===== config.mk =====
export PLATFORM = sky130hd
export DESIGN_NAME = abs_arbiter
export DESIGN_NICKNAME = d
export VERILOG_FILES = /design/src/rtl/abs_arbiter.sv
export SDC_FILE = /design/constraint.sdc
export NUM_CORES = 1
export LEC_CHECK = 0
export ABC_AREA = 0
export CORE_AREA = 5 5 72 74
export CTS_BUF_LIST = sky130_fd_sc_hd__clkbuf_8
export DETAILED_ROUTE_END_ITERATION = 12
export DIE_AREA = 0 0 77 79
export PLACE_DENSITY = 0.83
export RECOVER_POWER = 50
export SLEW_MARGIN = 20
export SYNTH_ARGS = -nofsm -noshare
export SYNTH_HDL_FRONTEND = slang
export SYNTH_SLANG_ARGS = --single-unit

===== constraint.sdc =====
create_clock -name clk_i -period 3.4 [get_ports clk_i]
set_input_delay 0.68 -clock clk_i [delete_from_list [all_inputs] [get_ports clk_i]]
set_output_delay 0.68 -clock clk_i [all_outputs]
set_load 0.01 [all_outputs]

===== src/rtl/abs_arbiter.sv =====
// Round-robin arbiter sharing one abs() operator across NUM_REQ requesters into a one-entry valid/ready buffer.
// Define ABS_ARBITER_SAT_EN to saturate the most-negative input code and flag it on sat_o.
module abs_arbiter #(
    parameter  int unsigned DATA_WIDTH = 14,
    parameter  int unsigned NUM_REQ    = 4,
    localparam int unsigned ID_W       = $clog2(NUM_REQ)
) (
    input  logic                          clk_i,
    input  logic                          rstn_i,
    input  logic [NUM_REQ-1:0]            req_i,
    input  logic [NUM_REQ*DATA_WIDTH-1:0] data_i,
    output logic [NUM_REQ-1:0]            ack_o,
    output logic                          valid_o,
    input  logic                          ready_i,
    output logic [DATA_WIDTH-2:0]         data_o,
    output logic [ID_W-1:0]               id_o,
    output logic                          sat_o
);

    localparam int unsigned MAG_W = DATA_WIDTH - 1;

    typedef enum logic {
        ST_EMPTY = 1'b0,
        ST_FULL  = 1'b1
    } state_t;

    state_t                r_state;
    state_t                w_next_state;
    logic [ID_W-1:0]       r_last_grant;
    logic [MAG_W-1:0]      r_data;
    logic [ID_W-1:0]       r_id;

    logic                  w_slot_free;
    logic                  w_grant;
    logic                  w_found;
    logic [ID_W-1:0]       w_idx;
    logic [ID_W-1:0]       w_winner;
    logic [DATA_WIDTH-1:0] w_sample;
    logic [MAG_W-1:0]      w_mag_wrap;
    logic [MAG_W-1:0]      w_mag;

    // No grants while reset is held so ack_o stays low in reset.
    assign w_slot_free = rstn_i && ((r_state == ST_EMPTY) || ready_i);
    assign w_grant     = w_slot_free && w_found;

    // Rotating priority scan starting just above the last winner.
    always_comb begin
        w_found  = 1'b0;
        w_winner = '0;
        w_idx    = '0;
        for (int unsigned i = 0; i < NUM_REQ; i++) begin
            w_idx = ID_W'((32'(r_last_grant) + 32'd1 + i) % NUM_REQ);
            if (!w_found && req_i[w_idx]) begin
                w_found  = 1'b1;
                w_winner = w_idx;
            end
        end
    end

    always_comb begin
        w_sample = '0;
        for (int unsigned k = 0; k < NUM_REQ; k++) begin
            if (w_winner == ID_W'(k)) begin
                w_sample = data_i[k*DATA_WIDTH +: DATA_WIDTH];
            end
        end
    end

    // The low MAG_W bits of a two's-complement negation depend only on the low input bits.
    assign w_mag_wrap = w_sample[DATA_WIDTH-1] ? (~w_sample[MAG_W-1:0] + MAG_W'(1))
                                               : w_sample[MAG_W-1:0];

`ifdef ABS_ARBITER_SAT_EN
    logic r_sat;
    logic w_sat;

    assign w_sat   = (w_sample == {1'b1, {MAG_W{1'b0}}});
    assign w_mag   = w_sat ? {MAG_W{1'b1}} : w_mag_wrap;
    assign sat_o   = r_sat;

    always_ff @(posedge clk_i or negedge rstn_i) begin
        if (!rstn_i) begin
            r_sat <= 1'b0;
        end else if (w_grant) begin
            r_sat <= w_sat;
        end
    end
`else
    assign w_mag   = w_mag_wrap;
    assign sat_o   = 1'b0;
`endif

    always_ff @(posedge clk_i or negedge rstn_i) begin
        if (!rstn_i) begin
            r_state <= ST_EMPTY;
        end else begin
            r_state <= w_next_state;
        end
    end

    always_comb begin
        w_next_state = r_state;
        case (r_state)
            ST_EMPTY: begin
                if (w_grant) begin
                    w_next_state = ST_FULL;
                end
            end
            ST_FULL: begin
                if (!w_grant && ready_i) begin
                    w_next_state = ST_EMPTY;
                end
            end
        endcase
    end

    always_comb begin
        ack_o   = '0;
        valid_o = (r_state == ST_FULL);
        if (w_grant) begin
            ack_o = NUM_REQ'(1) << w_winner;
        end
    end

    // Result buffer and priority pointer; reset restores requester 0 as first priority.
    always_ff @(posedge clk_i or negedge rstn_i) begin
        if (!rstn_i) begin
            r_last_grant <= ID_W'(NUM_REQ - 1);
            r_data       <= '0;
            r_id         <= '0;
        end else if (w_grant) begin
            r_last_grant <= w_winner;
            r_data       <= w_mag;
            r_id         <= w_winner;
        end
    end

    assign data_o = r_data;
    assign id_o   = r_id;

endmodule


Word level (Yosys, flattened, before mapping)
Index checks and enable logic that the tools add are counted.
{"block": "word_totals", "reg_bits": 18, "latch_bits": 0, "mem_bits_rw": 0, "mem_bits_ro": 0, "input_bits": 63, "output_inout_bits": 21, "word_cells": 56, "memories": 0}
{"block": "op_classes", "add_sub_neg": 5, "multipliers": 0, "div_mod_pow": 0, "magnitude_cmp": 4, "eq_ne": 3, "shift": 1, "n_mux": 25, "bitwise_logic": 2, "reduce_logical": 12}
{"op": "$mux W14", "count": 4}
{"op": "$add A13 B1 Y13 const B", "count": 1}
{"op": "$mux W13", "count": 1}
{"op": "$not A13 Y13", "count": 1}
{"op": "$lt A2 B3 Y1 const B", "count": 4}
{"op": "$mux W1", "count": 10}
{"op": "$bmux W1 S2", "count": 4}
{"op": "$mux W2", "count": 4}
{"op": "$logic_and A1 B1 Y1", "count": 6}
{"op": "$add A2 B1 Y2 const B", "count": 2}
{"op": "$add A2 B2 Y2 const B", "count": 2}
{"op": "$eq A2 B2 Y1 const B", "count": 2}
{"op": "$logic_not A1 Y1", "count": 4}
{"op": "$mux W4", "count": 1}
{"op": "$shl A1 B2 Y4 const A", "count": 1}
{"op": "$eq A2 B1 Y1 const B", "count": 1}
{"op": "$logic_not A2 Y1", "count": 1}
{"op": "$pmux W1 S2", "count": 1}
{"op": "$logic_or A1 B1 Y1", "count": 1}
{"op": "$not A1 Y1", "count": 1}

Logic depth before layout (Yosys ltp)
{"block": "depth", "ltp_word": 21, "mapped_depth": 10}

Worst setup path before layout
No wires, ideal clock.
{"block": "synth_path", "path_kind": "input-to-reg", "start": "input req_i[1]", "end": "register r_data[10] (netlist: data_o[10])", "setup_time_ns": 0.132, "arrival_ns": 2.465, "t_required_ns": 3.268, "setup_slack_ns": 0.803, "stages": 10, "cell_sequence": "mux2_4 > a22oi_2 > nand2_2 > buf_6 > o32ai_2 > ha_1 > nand3_1 > o41ai_2 > xnor2_1 > o21ai_1"}
{"block": "synth_via", "elab_chain_len": 20, "elab_cells_between_ends": 34}
{"element": "start: declaration", "line_no": "10", "source": "input logic [NUM_REQ-1:0] req_i,"}
{"element": "$bmux W1 S2", "line_no": "53", "source": "if (!w_found && req_i[w_idx]) begin"}
{"element": "$mux W1 (implied by the code)", "line_no": "53"}
{"element": "$mux W1", "line_no": "53"}
{"element": "$logic_not A1 Y1", "line_no": "53"}
{"element": "$logic_and A1 B1 Y1", "line_no": "53"}
{"element": "$mux W1", "line_no": "53"}
{"element": "$logic_not A1 Y1", "line_no": "53"}
{"element": "$logic_and A1 B1 Y1", "line_no": "53"}
{"element": "$mux W1", "line_no": "53"}
{"element": "$logic_not A1 Y1", "line_no": "53"}
{"element": "$logic_and A1 B1 Y1", "line_no": "53"}
{"element": "$mux W2", "line_no": "53"}
{"element": "$logic_not A2 Y1", "line_no": "63", "source": "if (w_winner == ID_W'(k)) begin"}
{"element": "$mux W14 (4 in a row)", "line_no": "63"}
{"element": "$not A13 Y13", "line_no": "70", "source": "assign w_mag_wrap = w_sample[DATA_WIDTH-1] ? (~w_sample[MAG_W-1:0] + MAG_W'(1))"}
{"element": "$add A13 B1 Y13", "line_no": "70"}
{"element": "$mux W13", "line_no": "70"}
{"element": "end signal: assignment", "line_no": "133", "source": "r_data <= w_mag;"}
{"element": "end: declaration", "line_no": "30", "source": "logic [MAG_W-1:0] r_data;"}
Several ways; a longest one is shown, not always the timed one. The select of a mux whose other input is x is not followed.
A chain may end at the register's enable or synchronous reset.

Worst setup path after layout
{"block": "layout_path", "start": "input req_i[1]", "end": "output ack_o[2]"}
{"block": "layout_via", "elab_chain_len": 14, "elab_cells_between_ends": 25}
{"element": "$bmux W1 S2", "line_no": "53"}
{"element": "$mux W1 (implied by the code)", "line_no": "53"}
{"element": "$mux W1", "line_no": "53"}
{"element": "$logic_not A1 Y1", "line_no": "53"}
{"element": "$logic_and A1 B1 Y1", "line_no": "53"}
{"element": "$mux W1", "line_no": "53"}
{"element": "$logic_not A1 Y1", "line_no": "53"}
{"element": "$logic_and A1 B1 Y1", "line_no": "53"}
{"element": "$mux W1", "line_no": "53"}
{"element": "$logic_not A1 Y1", "line_no": "53"}
{"element": "$logic_and A1 B1 Y1", "line_no": "53"}
{"element": "$mux W2 or $mux W1 (tied branches)", "line_no": "53"}
{"element": "$shl A1 B2 Y4 or $logic_and A1 B1 Y1 (tied branches)", "line_no": "121, 44"}
{"element": "$mux W4 (*)", "line_no": "120", "source": "if (w_grant) begin"}
{"element": "end: declaration", "line_no": "12", "source": "output logic [NUM_REQ-1:0] ack_o,"}
Mark *: on every way between the ends. The rest lies on a longest branch, timed or not. The select of a mux whose other input is x is not followed.

==> summary.md <==
| Metric | Value |
|---|---|
| CTS tree | `done` |
| Crit path cell chain | `clkdlybuf4s50_1 > mux2_4 > a22oi_2 > nand2_2 > nor3_1 > clkdlybuf4s50_1` |
| WHS | `0.470 ns` |
| Post-CTS setup buffers | `0` |
| Slowest CP cell | `clkdlybuf4s50_1` |
| Net count after synthesis | `270` |
| CP top delay family | `buffers and inverters` |
| Initial antenna violation count | `0` |
| Worst Hold Class | `reg -> reg` |
| Via-to-Cell Ratio | `5.61` |
| Crit path capture | `ack_o[2]` |
| Reg2Reg Launch Point | `r_last_grant[1]` |
| Post-synth EDFFs | `0` |
| Pwr dens | `534 nW/um^2` |
| Io pins | `84` |
| Fin. max-slew vios | `0` |
| CP arrival | `about 2.7 ns` |
| Via count | `just under 2k` |
| Placed Cells | `approximately 350` |
| Max-cap violations | `0` |
| CP Buf/Inv Count | `2` |
| Instance count on the critical path | `6` |
| Synth cell count leaders | `nand2_1, a21boi_0, dfrtp_1` |
| Cells after synthesis | `206` |
| Slew @ Worst Pin | `1.00 ns` |
| Rows | `25` |
| Most frequent cell after synthesis | `nand2_1` |
| Vias in the first global route | `2020` |
| Syn_area_per_cell | `about 8.9 sq um` |
| WL/cell | `15.7 um` |
| H-tree depth | `1` |
| # nets final | `364` |
| Sequential area share after synthesis | `24.8%` |
| Synthesized area | `1830 sq um` |
| Worst Skew | `0.00494 ns` |
| Post-layout min period | `~3.4 ns` |
| Die span in y | `79 um` |
| Logic pwr share | `65.7%` |
| Crit. Startpoint | `req_i[1]` |
| Pin count of the biggest net entering global routing | `36` |
| Critical path type | `in -> out` |
| P&R area growth vs syn | `58.5%` |
| DRC viols | `0` |
| Final setup fails | `0` |
| Die area | `6080 sq um` |
| Worst path max stage delay | `0.57 ns` |
| CTS sink cnt | `18` |
| CP required | `roughly 2.7 ns` |
| Total wire length | `5.54 mm` |
| Gr usage total | `18.0%` |
| DP Wirelength | `4.52 mm` |
| Area leader, netlist | `dfrtp_1` |
| Gpl congestion | `0.817` |
| Peak supply drop | `0.221 mV` |
| Sw frac | `39.2%` |
| Worst R2R Path Depth | `9` |
| Final Util | `between 60% and 70%` |
| Skew-Pair Late Insertion Delay | `0.26 ns` |
| Largest cells by area after synthesis | `dfrtp_1, a21boi_0, a32o_1` |
| Ys Warns | `0` |
| Die X | `about 77 um` |
| Total core area | `4540 sq um` |
| Synth top area share | `21.9%` |
| Worst r2r dst | `data_o[10]` |
| Leak | `roughly 1.2 nW` |
| # port buffers | `82` |
| CTS root buf | `clkbuf_8` |
| Switch Pwr | `607 uW` |
| P_int | `940 uW` |
| Total power | `1.55 mW` |
| Synth Flop Type | `dfrtp_1` |
| ANT cells | `0` |
| Clock-pin slew on the worst setup and hold paths | `0.07 ns` |
| Global-route wire length before repair | `9.03 mm` |
| Slew headroom | `about 33%` |
| Final hold vios | `0` |
| Async SR Flop Fraction | `100%` |
| Starting Density | `between 40% and 50%` |
| Synth cell types | `53` |
| Grt ovf | `0` |
| Clock network fraction of total power | `roughly 12%` |
| Status | `finished clean` |
| Crit path launch type | `input port` |
| Share of layout cells above drive strength 1 | `between 15 and 20%` |
| Cts bufs inserted | `3` |
| DR iter-0 viols | `104` |
| Fillers | `395` |
| CP max FO | `7` |
| CP most frequent cell | `clkdlybuf4s50_1` |
| Sequential share of power | `22.8%` |
| R2R Setup Slk | `0.63 ns` |
| Router iterations before antenna repair | `4` |
| Setup crit end kind | `output pin` |
| Largest buffer count on any clock path | `2` |
| Final cell count without fillers | `353` |
| Peak Freq | `0.298 GHz` |
| RSZ-0062 raised after global routing | `true` |
| Tcrit/Tclk final | `a little over nine tenths` |
| Post-route ant nets | `0` |
| Hold Buf Count CTS | `0` |
| #FFs+latches synth | `18` |
| Total negative slack | `0 ns` |
-- worst min path at each step --
stage | startpoint | to | slack [ns] | depth (start not counted)
2_1_floorplan | rstn_i | data_o[0] | 0.38 | 0
3_3_place_gp | id_o[1] | id_o[1] | 0.46 | 2
3_5_place_dp | id_o[1] | id_o[1] | 0.47 | 2
4_1_cts | id_o[1] | id_o[1] | 0.48 | 2
5_1_grt | data_o[1] | data_o[1] | 0.51 | 2
6_report | id_o[1] | id_o[1] | 0.47 | 2
-- tightest hold or removal path, delay by kind of cell, from the launching register on --
family | cells | cell delay (ns)
AND/OR/NAND/NOR | 1 | 0.04
flip-flops | 1 | 0.34
AO/OA/AOI/OAI | 1 | 0.05
-- cells in the final DEF, fill, tap and decap left out, types with 3 or more instances in the layout --
cell,netlist,routed
buf_4,4,24
nor2b_1,4,4
mux2_2,3,3
o32ai_2,5,5
xnor2_1,5,5
clkdlybuf4s50_1,0,71
clkbuf_8,0,4
mux2i_1,8,8
o21ai_1,7,7
o32ai_4,3,3
a21boi_0,16,16
nand2_1,20,20
nor2_1,8,8
and3_1,11,11
o21ai_0,8,8
a32o_1,9,9
nor3_1,4,3
a211oi_1,4,4
a21boi_1,3,3
a21oi_1,6,6
dfrtp_1,16,16
nand3_1,6,6
dlygate4sd3_1,0,9
-- stage by stage --
step | area (sq um) | worst slack (ns)
after floorplan | 1830 | 0.803
after global placement | 2830 | 0.0588
after detailed placement | 2830 | 0.0361
after CTS | 2880 | 0.0248
after global routing | 2900 | -0.0271
final | 2900 | 0.0493
-- metal layers --
layer	up-vias	track usage, %	part of all wire [%]
met3	15	5.44	7.0
met5	-	0	0
met2	65	33.5	51
li1	974	-	-
met1	925	19.2	40
met4	0	6.01	2.1
-- kinds of logic after synthesis --
group / synth area share [%]
muxes: 7.05
adders and majority gates: 0.684
and+or+nand+nor: 19.2
DFF: 24.8
AOI/OAI and AO/OA: 38.0
other: 0.205
buffers and inverters: 6.78
xor gates and xnor gates: 3.35
-- repair_timing --
item                                    4_1_cts  5_1_grt
hold endpoints to repair                      0        0
endpoints found under the setup margin        0        4
resized for setup                             0        4
-- final cells by class --
cell class,instances,area (sq um),area share [%]
inverter,2,7.51,0.259
sequential,18,453,15.6
tap,54,67.6,2.33
timing repair buffer,109,1050,36.2
clock buffer,4,55.1,1.90
multi-input combinational,166,1260,43.6
-- power by group through the flow --
stage               sequential, mW  clock, mW  combinational [mW]
global placement             0.355          0                1.01
CTS                          0.355      0.181                1.04
global route                 0.362      0.195                1.10
detailed placement           0.357          0                1.03
finish                       0.352      0.178                1.02
floorplan                    0.386          0               0.558
-- registers in the layout, summed over array words and instances (netlist names) --
signal / cells
data_o: 13
id_o: 2
r_last_grant: 2
valid_o: 1
No activity file was read; power rests on OpenSTA's default activity.
